File: src/rtl/noc_ingress_packet_buffer_pkg.sv
// noc_ingress_packet_buffer_pkg: shared sizing helper for the ingress packet buffer.
package noc_ingress_packet_buffer_pkg;

    function automatic int clog2(input int value);
        int r;
        r = 0;
        while ((1 << r) < value) r++;
        return r;
    endfunction

endpackage

File: src/rtl/noc_ingress_packet_buffer_fifo.sv
// noc_ingress_fifo: single-channel flit FIFO with packet counting and oversize fallback.
//   in_flit/in_last/in_valid/in_ready     : write side from the router
//   out_flit/out_last/out_valid/out_ready : first-word fall-through read side
//   err_oversize                          : sticky, a packet overflowed DEPTH in FULLPACKET mode
module noc_ingress_fifo
    import noc_ingress_packet_buffer_pkg::*;
#(
    parameter int FLIT_WIDTH = 32,
    parameter int DEPTH = 16,
    parameter bit FULLPACKET = 1'b1
) (
    input  logic                  clk,
    input  logic                  rst,
    input  logic [FLIT_WIDTH-1:0] in_flit,
    input  logic                  in_last,
    input  logic                  in_valid,
    output logic                  in_ready,
    output logic [FLIT_WIDTH-1:0] out_flit,
    output logic                  out_last,
    output logic                  out_valid,
    input  logic                  out_ready,
    output logic                  err_oversize
);
    localparam int AW = clog2(DEPTH);

    logic [FLIT_WIDTH:0] mem [DEPTH];
    logic [AW-1:0]       wr_ptr, rd_ptr;
    logic [AW:0]         level, pkt_cnt;
    logic                fallback, err_q, wr, rd, full, head_last, set_fb;

    assign full      = level == (AW+1)'(DEPTH);
    assign in_ready  = !full;
    assign wr        = in_valid && in_ready;
    assign rd        = out_valid && out_ready;
    assign head_last = mem[rd_ptr][FLIT_WIDTH];
    // A full buffer holding no complete packet can never drain on its own.
    assign set_fb    = FULLPACKET && full && pkt_cnt == '0;
    assign out_valid = level != '0 && (!FULLPACKET || pkt_cnt != '0 || fallback);
    assign out_flit  = out_valid ? mem[rd_ptr][FLIT_WIDTH-1:0] : '0;
    assign out_last  = out_valid && head_last;
    assign err_oversize = FULLPACKET && err_q;

    always_ff @(posedge clk)
        if (wr) mem[wr_ptr] <= {in_last, in_flit};

    always_ff @(posedge clk or posedge rst)
        if (rst) begin
            wr_ptr   <= '0;
            rd_ptr   <= '0;
            level    <= '0;
            pkt_cnt  <= '0;
            fallback <= 1'b0;
            err_q    <= 1'b0;
        end else begin
            wr_ptr   <= wr_ptr + AW'(wr);
            rd_ptr   <= rd_ptr + AW'(rd);
            level    <= level + (AW+1)'(wr) - (AW+1)'(rd);
            pkt_cnt  <= pkt_cnt + (AW+1)'(wr && in_last) - (AW+1)'(rd && head_last);
            fallback <= set_fb || (fallback && !(rd && head_last));
            err_q    <= err_q || set_fb;
        end

endmodule

File: src/rtl/noc_ingress_packet_buffer.sv
// noc_ingress_packet_buffer: per-virtual-channel ingress flit buffer in front of the network adapter.
//   in_flit/in_last/in_valid/in_ready     : per-channel flits from the router
//   out_flit/out_last/out_valid/out_ready : per-channel head flits to the adapter
//   err_oversize                          : per-channel sticky oversize-packet flag
module noc_ingress_packet_buffer #(
    parameter int FLIT_WIDTH = 32,
    parameter int CHANNELS = 2,
    parameter int DEPTH = 16,
    parameter bit FULLPACKET = 1'b1
) (
    input  logic                                clk,
    input  logic                                rst,
    input  logic [CHANNELS-1:0][FLIT_WIDTH-1:0] in_flit,
    input  logic [CHANNELS-1:0]                 in_last,
    input  logic [CHANNELS-1:0]                 in_valid,
    output logic [CHANNELS-1:0]                 in_ready,
    output logic [CHANNELS-1:0][FLIT_WIDTH-1:0] out_flit,
    output logic [CHANNELS-1:0]                 out_last,
    output logic [CHANNELS-1:0]                 out_valid,
    input  logic [CHANNELS-1:0]                 out_ready,
    output logic [CHANNELS-1:0]                 err_oversize
);
    for (genvar c = 0; c < CHANNELS; c++) begin : g_ch
        noc_ingress_fifo #(
            .FLIT_WIDTH(FLIT_WIDTH),
            .DEPTH(DEPTH),
            .FULLPACKET(FULLPACKET)
        ) u_fifo (
            .clk(clk),
            .rst(rst),
            .in_flit(in_flit[c]),
            .in_last(in_last[c]),
            .in_valid(in_valid[c]),
            .in_ready(in_ready[c]),
            .out_flit(out_flit[c]),
            .out_last(out_last[c]),
            .out_valid(out_valid[c]),
            .out_ready(out_ready[c]),
            .err_oversize(err_oversize[c])
        );
    end

endmodule

File: config.mk
export PLATFORM = sky130hd
export DESIGN_NAME = noc_ingress_packet_buffer
export DESIGN_NICKNAME = d
export VERILOG_FILES = /design/src/rtl/noc_ingress_packet_buffer_pkg.sv /design/src/rtl/noc_ingress_packet_buffer_fifo.sv /design/src/rtl/noc_ingress_packet_buffer.sv
export SDC_FILE = /design/constraint.sdc
export NUM_CORES = 1
export LEC_CHECK = 0
export CORE_MARGIN = 2
export CORE_UTILIZATION = 35
export DETAILED_ROUTE_END_ITERATION = 10
export GPL_TIMING_DRIVEN = 0
export PLACE_DENSITY = 0.49
export SYNTH_ARGS = -nofsm -noshare
export SYNTH_HDL_FRONTEND = slang
export SYNTH_SLANG_ARGS = --single-unit
File: constraint.sdc
create_clock -name clk -period 8.8 [get_ports clk]
set_input_delay 1.76 -clock clk [delete_from_list [all_inputs] [get_ports clk]]
set_output_delay 1.76 -clock clk [all_outputs]
set_load 0.005 [all_outputs]
==> flow_metrics.tcl <==
set metrics [dict create \
    status "complete, no violations" \
    grt_pass1_vias 20700 \
    grt_use_total_pct 16.6 \
    synth_area_leaders "edfxtp_1, mux4_2, dfrtp_1, nor2b_1, ha_1" \
    first_pass_iters 5 \
    core_um2 120000 \
    cts_max_path_buffers 3 \
    avgSynthCellArea_um2 23.5 \
    synth_ff_type "edfxtp_1" \
    yosysSeqAreaShare_pct 77.1 \
    finalPower_mw 17.1 \
    synthTopCellsByCount "edfxtp_1, mux4_2, nor2b_1" \
    place_area_um2 47200 \
    cap_violations 0 \
    dp.cells 3626 \
    cts_inserted_buffers 116 \
    clock_latency_ns 0.70 \
    tns_ns 0 \
    slew_violations 0 \
    syn_area_um2 42400 \
    fp.dieH_um 352 \
    synthesis.nets 1911 \
    path_delay_family "buffers and inverters" \
    netlist.area_leader.share_pct 74.8 \
    port_buffers 143 \
    power_leakage_nw 16.2 \
    tritoncts "built" \
    grt_pass1_wl_mm 148 \
    crit_fanout 10 \
    ctsResizeCount 0 \
    setup-violations-final 0 \
    fin_worst_skew_ns 0.0621 \
    routed_wl_mm 103 \
    endpoint_kind "output pin" \
    vias_per_cell 5.05 \
    worstPathRequired_ns 7.04 \
    yosysWarnings 0 \
    ir_drop_mv 0.192 \
    num_rows 127 \
    io_pins 144 \
    timing.final.ws_setup_ns 2.86 \
    die_w_um 352 \
    crit_path_top_delay_cell "clkbuf_1" \
    start_util_pct 35.3 \
    final_nets 2238 \
    wl_per_cell_um 26.9 \
    antenna_left 0 \
    drc 0 \
    synthCells 1805 \
    dieArea_um2 124000 \
    yosysMostFrequentCell "edfxtp_1" \
    synth_cell_types 39 \
    gp_congestion 0.709 \
    stdcell_area_um2 50900 \
    rsz0062_at_grt "false" \
    hold_viol_final 0 \
    clkSlewWorstSetupHoldPaths_ns 0.06 \
    start_kind "flop" \
    drive_gt1_share_pct 28.1 \
    finalCritPeriodShare_pct 67.5 \
    holdBufCountCts 0 \
    antenna_found_initial 9 \
    final_cells 3842 \
    syn2layout_area_growth_pct 20.1 \
    ctsHtreeMaxLevel 3 \
    finalCriticalPeriod_ns 5.94 \
    cp_num_buf_inv 4 \
    critPathKind "flop to output pin" \
    synth_edf_count 1056 \
    clock-sinks 1096 \
    crit_arrival_ns 4.18 \
    synth_seq_cells 1096 \
    gr-total-overflow 0 \
    p_per_area_nw_per_um2 335 \
    hold_class "flop to flop" \
    dp_slack_ns 3.59 \
    dp_hpwl_mm 66.7 \
    tightest_slew_ns 1.16 \
    max_slew_margin_pct 22.8 \
    yosysTopAreaCell "edfxtp_1" \
    fmax_mhz 168 \
    synthArstFlopShare_pct 3.65 \
    vias 19400 \
    cts_setup_buffers 0 \
    cpPeakStageDelay_ns 0.74 \
    cp_cell_sequence "buf_2, buf_2, clkbuf_1, mux4_2, mux4_2, nor2b_1, clkdlybuf4s50_1" \
    grt_max_degree 34 \
    dr.first_iter.drc_count 1623 \
    root_buffer "clkbuf_16" \
]
## registers in the layout, summed over array words and instances, names as in the netlist
signal / flops
g_ch.u_fifo.mem: 1056
g_ch.u_fifo.wr_ptr: 8
g_ch.u_fifo.fallback: 2
g_ch.u_fifo.err_oversize: 2
g_ch.u_fifo.pkt_cnt: 10
g_ch.u_fifo.rd_ptr: 8
g_ch.u_fifo.level: 10
## stage by stage
| step | hold WS, ns | util, % |
|---|---|---|
| after global routing | 0.480 | 42.4 |
| after detailed placement | 0.454 | 39.3 |
| after floorplan | 0.436 | - |
| after CTS | 0.470 | 42.4 |
| after global placement | 0.457 | 38.2 |
| final | 0.465 | 42.4 |
## path summary, 6_finish.rpt
path	start	end	slack, ns	cells after the start
max	g_ch[1].u_fifo.rd_ptr[1]$_DFF_PP0_	out_flit[55]	2.86	7
min	g_ch[1].u_fifo.err_oversize$_DFF_PP0_	g_ch[1].u_fifo.err_oversize$_DFF_PP0_	0.46	1
max reg2reg	g_ch[0].u_fifo.rd_ptr[2]$_DFF_PP0_	g_ch[0].u_fifo.pkt_cnt[4]$_DFF_PP0_	5.08	17
min reg2reg	g_ch[1].u_fifo.err_oversize$_DFF_PP0_	g_ch[1].u_fifo.err_oversize$_DFF_PP0_	0.46	1
max in group asynchronous	rst	g_ch[0].u_fifo.rd_ptr[1]$_DFF_PP0_	7.01	3
min in group asynchronous	rst	g_ch[1].u_fifo.level[1]$_DFF_PP0_	1.30	2
## logic make-up (layout without fill, tap and decap cells)
logic type | count (synthesis) | in the layout | synth area share, %
adders and majority gates | 34 | 34 | 1.07
muxes | 332 | 332 | 17.4
AOI/OAI and AO/OA | 24 | 24 | 0.351
other | 0 | 1 | 0
xor gates and xnor gates | 26 | 26 | 0.537
DFF | 1096 | 1096 | 77.1
buffers and inverters | 139 | 563 | 1.53
and+or+nand+nor | 154 | 154 | 1.99
## where the power goes
part	leakage (nW)	total, mW	switching [mW]	internal [mW]
clock	1.80	4.79	2.03	2.76
combinational	4.36	5.78	2.88	2.90
sequential	10.0	6.48	0.149	6.33
## cell usage in the layout, fill, tap and decap left out, drive strengths merged, types with 16 or more instances in the layout
cell type      instances
mux4                 324
buf                  116
inv                   45
nor2                  38
clkbuf               197
xnor2                 16
clkinv                46
nor2b                 66
ha                    30
dfrtp                 40
clkdlybuf4s50        143
edfxtp              1056
## worst register-to-register path, stage by stage (launching register included)
cell      delay (ns)
dfrtp_1         0.32
buf_2           0.27
buf_2           0.42
buf_2           0.38
mux2i_1         0.12
a31oi_1         0.17
o211ai_1        0.16
a21boi_1        0.36
ha_1            0.31
inv_1           0.06
ha_1            0.16
inv_1           0.06
fa_1            0.42
inv_1           0.07
a21oi_1         0.06
nor2_1          0.10
nor2_1          0.06
xnor2_1         0.12
## area by class of cell
class,instances,area [um2]
buffer,95,485
sequential,1096,32700
clock inverter,63,668
clock buffer,152,3080
fill,10500,69200
tap,1612,2020
timing repair buffer,209,2530
inverter,44,165
antenna,1,2.50
multi-input combinational,570,9280
## metal layers
layer | GRT usage, % | wire length, um
met5 | 0 | 98
met4 | 4.15 | 2110
met3 | 3.20 | 5240
met2 | 27.0 | 50200
met1 | 23.2 | 45600
Note: power is estimated with default switching activity, not from simulation.
